<file path="src/rtl/mux2x1_rr_arbiter.sv">
// Round-robin arbiter sharing one 2:1 mux between two valid/ready requesters,
// with a bounded burst per owner. Optional beat locking via MUX2X1_ARB_LOCK_EN.
module mux2x1_rr_arbiter #(
    parameter int WIDTH     = 8,
    parameter int MAX_BURST = 4
) (
    input  logic             clk,
    input  logic             rst_n,
    input  logic             req0,
    input  logic [WIDTH-1:0] a0,
    output logic             gnt0,
    input  logic             req1,
    input  logic [WIDTH-1:0] a1,
    output logic             gnt1,
`ifdef MUX2X1_ARB_LOCK_EN
    input  logic             lock0,
    input  logic             lock1,
`endif
    output logic             s,
    output logic [WIDTH-1:0] y,
    output logic             y_valid,
    input  logic             y_ready
);

    typedef enum logic [1:0] {
        ST_IDLE = 2'd0,
        ST_OWN0 = 2'd1,
        ST_OWN1 = 2'd2
    } state_t;

    localparam logic [3:0] MAX_CNT = 4'(MAX_BURST);

    state_t           r_state;
    logic [3:0]       r_cnt;
    logic             r_rr;
    logic             r_s;
    logic [WIDTH-1:0] r_y;
    logic             r_y_valid;

    logic             w_load;
    logic             w_under;
    logic             w_locked;
    logic             w_rr_vld;
    logic             w_rr_sel;
    logic             w_sel_vld;
    logic             w_sel;
    logic             w_same_owner;

`ifdef MUX2X1_ARB_LOCK_EN
    logic             r_lock;
    assign w_locked = r_lock;
`else
    assign w_locked = 1'b0;
`endif

    assign w_load       = !r_y_valid || y_ready;
    assign w_under      = (r_cnt < MAX_CNT);
    assign w_same_owner = (w_sel ? (r_state == ST_OWN1) : (r_state == ST_OWN0));

    // Round-robin / burst-limited choice of the next port
    always_comb begin
        w_rr_vld = 1'b0;
        w_rr_sel = 1'b0;
        case (r_state)
            ST_IDLE: begin
                if (req0 && req1) begin
                    w_rr_vld = 1'b1;
                    w_rr_sel = r_rr;
                end else if (req0 || req1) begin
                    w_rr_vld = 1'b1;
                    w_rr_sel = req1;
                end else begin
                    w_rr_vld = 1'b0;
                    w_rr_sel = 1'b0;
                end
            end
            ST_OWN0: begin
                if (req0 && (!req1 || w_under)) begin
                    w_rr_vld = 1'b1;
                    w_rr_sel = 1'b0;
                end else begin
                    w_rr_vld = req1;
                    w_rr_sel = req1;
                end
            end
            ST_OWN1: begin
                if (req1 && (!req0 || w_under)) begin
                    w_rr_vld = 1'b1;
                    w_rr_sel = 1'b1;
                end else begin
                    w_rr_vld = req0;
                    w_rr_sel = 1'b0;
                end
            end
            default: begin
                w_rr_vld = 1'b0;
                w_rr_sel = 1'b0;
            end
        endcase
    end

    // A held lock pins the owner and ignores the other port entirely
    always_comb begin
        w_sel_vld = 1'b0;
        w_sel     = 1'b0;
        if (w_locked) begin
            w_sel     = (r_state == ST_OWN1);
            w_sel_vld = w_sel ? req1 : req0;
        end else begin
            w_sel     = w_rr_sel;
            w_sel_vld = w_rr_vld;
        end
    end

    assign gnt0 = rst_n && w_load && w_sel_vld && !w_sel;
    assign gnt1 = rst_n && w_load && w_sel_vld &&  w_sel;

    // Arbitration FSM and output slot
    always_ff @(posedge clk) begin
        if (!rst_n) begin
            r_state   <= ST_IDLE;
            r_cnt     <= 4'd0;
            r_rr      <= 1'b0;
            r_s       <= 1'b0;
            r_y       <= '0;
            r_y_valid <= 1'b0;
`ifdef MUX2X1_ARB_LOCK_EN
            r_lock    <= 1'b0;
`endif
        end else if (w_load) begin
            if (w_sel_vld) begin
                r_y       <= w_sel ? a1 : a0;
                r_y_valid <= 1'b1;
                r_s       <= w_sel;
                r_state   <= w_sel ? ST_OWN1 : ST_OWN0;
                r_rr      <= !w_sel;
                if (w_same_owner) begin
                    r_cnt <= w_under ? (r_cnt + 4'd1) : MAX_CNT;
                end else begin
                    r_cnt <= 4'd1;
                end
`ifdef MUX2X1_ARB_LOCK_EN
                r_lock    <= w_sel ? lock1 : lock0;
`endif
            end else begin
                r_y_valid <= 1'b0;
                if (!w_locked) begin
                    r_state <= ST_IDLE;
                    r_cnt   <= 4'd0;
                end else begin
                    r_state <= r_state;
                    r_cnt   <= r_cnt;
                end
            end
        end else begin
            r_y_valid <= r_y_valid;
        end
    end

    assign s       = r_s;
    assign y       = r_y;
    assign y_valid = r_y_valid;

endmodule
</file>
<file path="config.mk">
export PLATFORM = sky130hd
export DESIGN_NAME = mux2x1_rr_arbiter
export DESIGN_NICKNAME = d
export VERILOG_FILES = /design/src/rtl/mux2x1_rr_arbiter.sv
export SDC_FILE = /design/constraint.sdc
export NUM_CORES = 1
export LEC_CHECK = 0
export ABC_AREA = 1
export ABC_CLOCK_PERIOD_IN_PS = 1730
export CAP_MARGIN = 20
export CORE_UTILIZATION = 50
export CTS_BUF_LIST = sky130_fd_sc_hd__clkbuf_4 sky130_fd_sc_hd__clkbuf_8
export DETAILED_ROUTE_END_ITERATION = 12
export GPL_TIMING_DRIVEN = 1
export HOLD_SLACK_MARGIN = 0.03
export PLACE_DENSITY = 0.87
export SLEW_MARGIN = 20
export SYNTH_ARGS = -nofsm -noshare
export SYNTH_HDL_FRONTEND = slang
export SYNTH_SLANG_ARGS = --single-unit
</file>
<file path="constraint.sdc">
create_clock -name clk -period 1.73 [get_ports clk]
set_input_delay 0.2595 -clock clk [delete_from_list [all_inputs] [get_ports clk]]
set_output_delay 0.2595 -clock clk [all_outputs]
set_load 0.02 [all_outputs]
</file>
==> results.md, run 1 <==
* CTS sink cnt at 17
* Number of buffers and inverters on the critical path at 3
* GP Congestion at 0.8331
* NumNets Final at around 200
* Layout cells sized above 1 at 0.3146
* Via count at 1084
* RSZ-0062 raised after global routing: yes
* Die Width at roughly 46 µm
* Design area at roughly 1500 µm²
* Slowest-stage cell, CP: dfxtp_4
* Worst path cell trace: inv_2, nand2_2, nand2_2, nand2_2, nand3_4, buf_6, nand3_4, nor2_4, buf_6
* Placed instance count at 196
* Drt wl/cell at 13.96 µm
* CTS tree: done
* Worst-Skew Late Latency at approximately 0.30 ns
* Final worst-path cycle share at 0.9898
* CP Data Arrival Time at about 1.5 ns
* Hold WS at between 0.4 and 0.5 ns
* Max Freq at approximately 600 MHz
* Final WS setup at between 0.015 and 0.02 ns
* Static leakage at 0.6990 nW
* Fin util at 0.8525
* Initial antenna violation count at 0
* Cell mode on critical path: nand2_2
* Setup-failing EPs final at 0
* Crit path capture type: output pin
* Hold Path Class: flip-flop to flip-flop
* Die span in y at approximately 46 µm
* Worst ir drop on vdd at approximately 550 µV
* Worst-margin pin slew at 0.2669 ns
* Run status: finished, final reports clean
* H-Tree Depth at 1
* Fin. Hold Viols at 0
* First-pass GRT wire length at about 4100 µm
* Setup TNS Final at 0 ns
* PwrDens at approximately 720 nW/µm²
* Max-slew violations at 0
* Setup WS pre-CTS at -0.5094 ns
* ANT nets after route at 0
* Vias/cell at between 5 and 6
* ANT cells at 0
* Clk_skew at 0.009834 ns
* Synth Instances at around 130
* Gr usage total at 0.2675
* Aggregate global routing overflow at 0
* Clock root buffer: clkbuf_4
* Clock-pin transition on the worst setup and hold timing paths at about 0.11 ns
* Period minus WS final at 1.712 ns
* Post-DP HPWL at 1880 µm
* Starting density of the core at 0.5454
* Area grow syn2layout at 56.31%
* DR pass1 iterations at 4
* WL final at ~2800 µm
* DR iter-0 viols at 31
* Synth Register Bits at 17
* Vias in the first global route at roughly 1100
* Synthesized area per cell at approximately 7.6 µm²
* Ports at 33
* Core area at ~1800 µm²
* IO buf count at 32
* Total clock buffers created by CTS at 3
* Die area at approximately 2100 µm²
* Crit path max-delay family: simple AND/OR/NAND/NOR gates
* CP max FO at 3
* Layout Cells excl Fill at a little over 200
* Max cap viols at 0
* Placement-stage cell area at 1404 µm²
* Worst slew margin at 0.8220
* Critical Path RT at 1.47 ns
* Post-synthesis sequential area ratio at 0.3537
* Count of cell types in the netlist at 25
* Startpoint Class: flip-flop
* Pwr Total at 1.088 mW
* Post-synthesis net count at approximately 150
* CTS Buffer Depth at 2
* CP Class: flip-flop to output pin
* Post-Syn Area at 962.2 µm²
* Worst stage delay on the critical path at ~0.38 ns
* Core Rows at 15
* Pin count of the biggest net entering global routing at 15
* DR DRC count at 0
* Synth warnings at 0
-- kinds of logic (layout without fill, tap and decap cells) --
group / Yosys count / after routing / share of synthesized area
fa+ha+maj: 1 / 1 / 0.01300
flops: 17 / 17 / 0.3537
buf+inv: 20 / 72 / 0.1144
compound gates: 12 / 12 / 0.07542
simple gates: 76 / 76 / 0.4434
-- synth_stat cells, drive strengths merged --
cell type,number,area [µm²]
inv,15,56.30
nand4,8,50.05
and3,1,6.260
o21ai,3,22.52
nor3,1,5.000
o21bai,1,7.510
ha,1,12.51
a21oi,7,35.03
buf,2,22.52
nand3,16,102.6
clkinv,1,3.750
nand2,39,173.9
clkbuf,2,27.53
dfxtp,17,340.3
o211ai,1,7.510
nor2,11,88.84
-- tightest hold or removal path, cell delays in order, from the launching register on --
cell     delay, ns
dfxtp_1       0.33
nand2_1       0.06
a21oi_1       0.06
-- layout by cell type (no fill, tap or decap), drive strengths merged --
cell           Yosys  layout
buf                2      22
nand2             39      39
nand3             16      16
and3               1       1
a21oi              7       7
clkbuf             2       3
o21ai              3       3
ha                 1       1
dlygate4sd2        0       1
inv               15      15
dfxtp             17      17
nor3               1       1
clkinv             1       2
nand4              8       8
o21bai             1       1
o211ai             1       1
clkdlybuf4s50      0      29
nor2              11      11
-- path summary, 6_finish.rpt --
kind | startpoint | end | slack, ns | cells past startpoint
setup / recovery | r_cnt[2] | gnt1 | 0.02 | 9
hold / removal | s | s | 0.49 | 2
setup reg to reg | r_cnt[3] | y[4] | 0.19 | 12
hold reg to reg | s | s | 0.49 | 2
-- layout make-up --
class / instances / area (µm²)
fillers: 103 / 260.3
well taps: 25 / 31.28
inverters: 16 / 60.06
clock inverters: 1 / 5.005
clock buffers: 3 / 22.52
flip-flops and latches: 17 / 352.8
multi-input cells: 89 / 544.3
repair buffers: 52 / 488.0
-- what timing repair did --
| action | CTS | global route |
|---|---|---|
| setup endpoints to repair | 2 | 2 |
| buffers inserted | 0 | 3 |
| pin swaps | 0 | 6 |
| hold buffers | 0 | 0 |
| gates resized for setup | 16 | 14 |
-- power breakdown --
group	leakage [nW]	switching, mW	internal (mW)
clock	0.0177	0.135	0.0863
sequential	0.143	0.0260	0.424
combinational	0.538	0.209	0.208
-- metal layers --
layer	part of all wire	vias up	GRT usage
met3	0.063	13	0.04365
met4	0.036	0	0.1647
met1	0.38	505	0.2823
met5	0	-	0
li1	-	517	-
met2	0.52	49	0.4845
-- sequential cells by signal (all words and copies together), names as in the netlist --
name,count
r_state,2
s,1
y_valid,1
r_cnt,4
r_rr,1
y,8
(Power assumes the default switching activity.)
==> run 2: changes to the inputs <==
--- a/config.mk
+++ b/config.mk
@@ -6,13 +6,14 @@
 export NUM_CORES = 1
 export LEC_CHECK = 0
 export ABC_AREA = 1
-export ABC_CLOCK_PERIOD_IN_PS = 1730
 export CAP_MARGIN = 20
+export CORE_MARGIN = 3
 export CORE_UTILIZATION = 50
 export CTS_BUF_LIST = sky130_fd_sc_hd__clkbuf_4 sky130_fd_sc_hd__clkbuf_8
 export DETAILED_ROUTE_END_ITERATION = 12
 export GPL_TIMING_DRIVEN = 1
 export HOLD_SLACK_MARGIN = 0.03
+export MAX_ROUTING_LAYER = met4
 export PLACE_DENSITY = 0.87
 export SLEW_MARGIN = 20
 export SYNTH_ARGS = -nofsm -noshare
==> results.md, run 2 (synthesized netlist as in run 1, its figures left out) <==
* CTS Buffer Depth at 2
* Starting density of the core at 0.5454
* NumNets Final at between 200 and 250
* Placed instance count at 200
* Core Rows at 15
* Drt wl/cell at 14.34 µm
* Layout cells sized above 1 at 0.3407
* Startpoint Class: flip-flop
* CTS Hold Bufs at 0
* First-pass GRT wire length at roughly 4500 µm
* Setup TNS Final at 0 ns
* Fin util at 0.8723
* Static leakage at 0.7186 nW
* Via count at between 1000 and 1500
* PwrDens at 720.5 nW/µm²
* Hold Path Class: flip-flop to flip-flop
* Gr usage total at 0.2442
* Post-DP HPWL at 2099 µm
* WL final at around 3000 µm
* IO buf count at 32
* ANT nets after route at 0
* Worst ir drop on vdd at 506.5 µV
* CTS tree: done
* Final worst-path cycle share at 1.000
* Hold-critical path depth at 2
* Max Freq at 578.1 MHz
* Layout Cells excl Fill at 207
* CTS sink cnt at 17
* Initial antenna violation count at 0
* Clock-pin transition on the worst setup and hold timing paths at ~0.10 ns
* R2R cell count at 10
* Total clock buffers created by CTS at 3
* Commonest non-fill, non-tap cell in the layout: nand2_1
* Area grow syn2layout at 59.95%
* Crit path capture type: output pin
* Worst R2R End: y[0]
* Critical Path RT at between 1 and 1.5 ns
* Core area at approximately 1800 µm²
* H-Tree Depth at 1
* Max-slew violations at 0
* RSZ-0062 raised after global routing: yes
* Max reg flops at 8
* Pin count of the biggest net entering global routing at 12
* Setup WS pre-CTS at -0.5686 ns
* Vias in the first global route at a little over 1000
* Commonest cells after routing, fill and taps aside: nand2_1, clkdlybuf4s50_1, buf_4, nand3_1, dfxtp_1
* Worst-Skew Late Latency at roughly 0.30 ns
* DR pass1 iterations at 4
* CP Data Arrival Time at between 1 and 1.5 ns
* Final WS setup at 0.00006295 ns
* Worst reg2reg setup slack at 0.20 ns
* Aggregate global routing overflow at 0
* Clock root buffer: clkbuf_4
* Run status: finished, final reports clean
* DR iter-0 viols at 51
* Worst slew margin at 0.8070
* Clk_skew at 0.0009572 ns
* Vias/cell at approximately 5.3
* ANT cells at 0
* Setup-failing EPs final at 0
* CP Class: flip-flop to output pin
* Max cap viols at 0
* DR DRC count at 0
* Ports at 33
* CP max FO at 5
* Hold WS at roughly 0.48 ns
* Die Width at roughly 50 µm
* Hold Path Sink: s
* Fin. Hold Viols at 0
* Worst-margin pin slew at just under 0.3 ns
* Worst r2r src: r_state[0]
* Die span in y at roughly 50 µm
* GP Congestion at around 0.84
* Die area at 2487 µm²
* Hold Startpoint: s
* Period minus WS final at 1.730 ns
## run 2: metal layers
metal	GRT usage	vias up	share of wire	wire (µm)
li1	-	524	-	-
met1	0.2621	505	0.37	1097
met2	0.4273	63	0.52	1552
met3	0.05136	8	0.083	245
met4	0.1106	0	0.025	74
met5	-	-	0	0
## run 2: worst max-delay path by stage
stage                     startpoint    to  slack, ns  depth (start not counted)
after floorplan           r_state[0]  gnt1       0.41                          6
after global placement          req0  gnt0      -0.50                          8
after detailed placement        req0  gnt0      -0.57                          8
after CTS                 r_state[0]  gnt1      -0.08                          8
after global routing      r_state[0]  gnt1      -0.08                          8
final                     r_state[0]  gnt1    0.00006                          8
## run 2: where the power goes
part           internal, mW  total (mW)  leakage [nW]  switching, mW
logic                 0.219       0.434         0.558          0.215
clock network        0.0863       0.223        0.0177          0.137
registers             0.424       0.451         0.143         0.0274
## run 2: through the flow
stage               power, mW  cell area (µm²)
global route            1.161             1539
finish                  1.109             1539
CTS                     1.071             1460
detailed placement     0.8529             1434
global placement       0.8364             1434
floorplan              0.6584            962.2
## run 2: layout make-up
cell class / instances / area, µm²
clock buffers: 3 / 22.52
clock inverters: 1 / 5.005
fillers: 97 / 225.2
inverters: 16 / 62.56
multi-input cells: 89 / 546.8
flip-flops and latches: 17 / 352.8
well taps: 25 / 31.28
repair buffers: 56 / 518.0
## run 2: timing repair
action                                  CTS  global route
resized for setup                        14            19
setup buffers                             0             3
pin swaps                                 0             6
endpoints found under the setup margin    2             2
cloned                                    0             0
## run 2: critical path: stages (launching register included)
cell and delay, ns:
dfxtp_4 0.41, inv_2 0.04, nor2_2 0.12, nand2_2 0.07
nand3_4 0.10, buf_6 0.11, nand3_4 0.07, nor2_4 0.12
buf_6 0.13
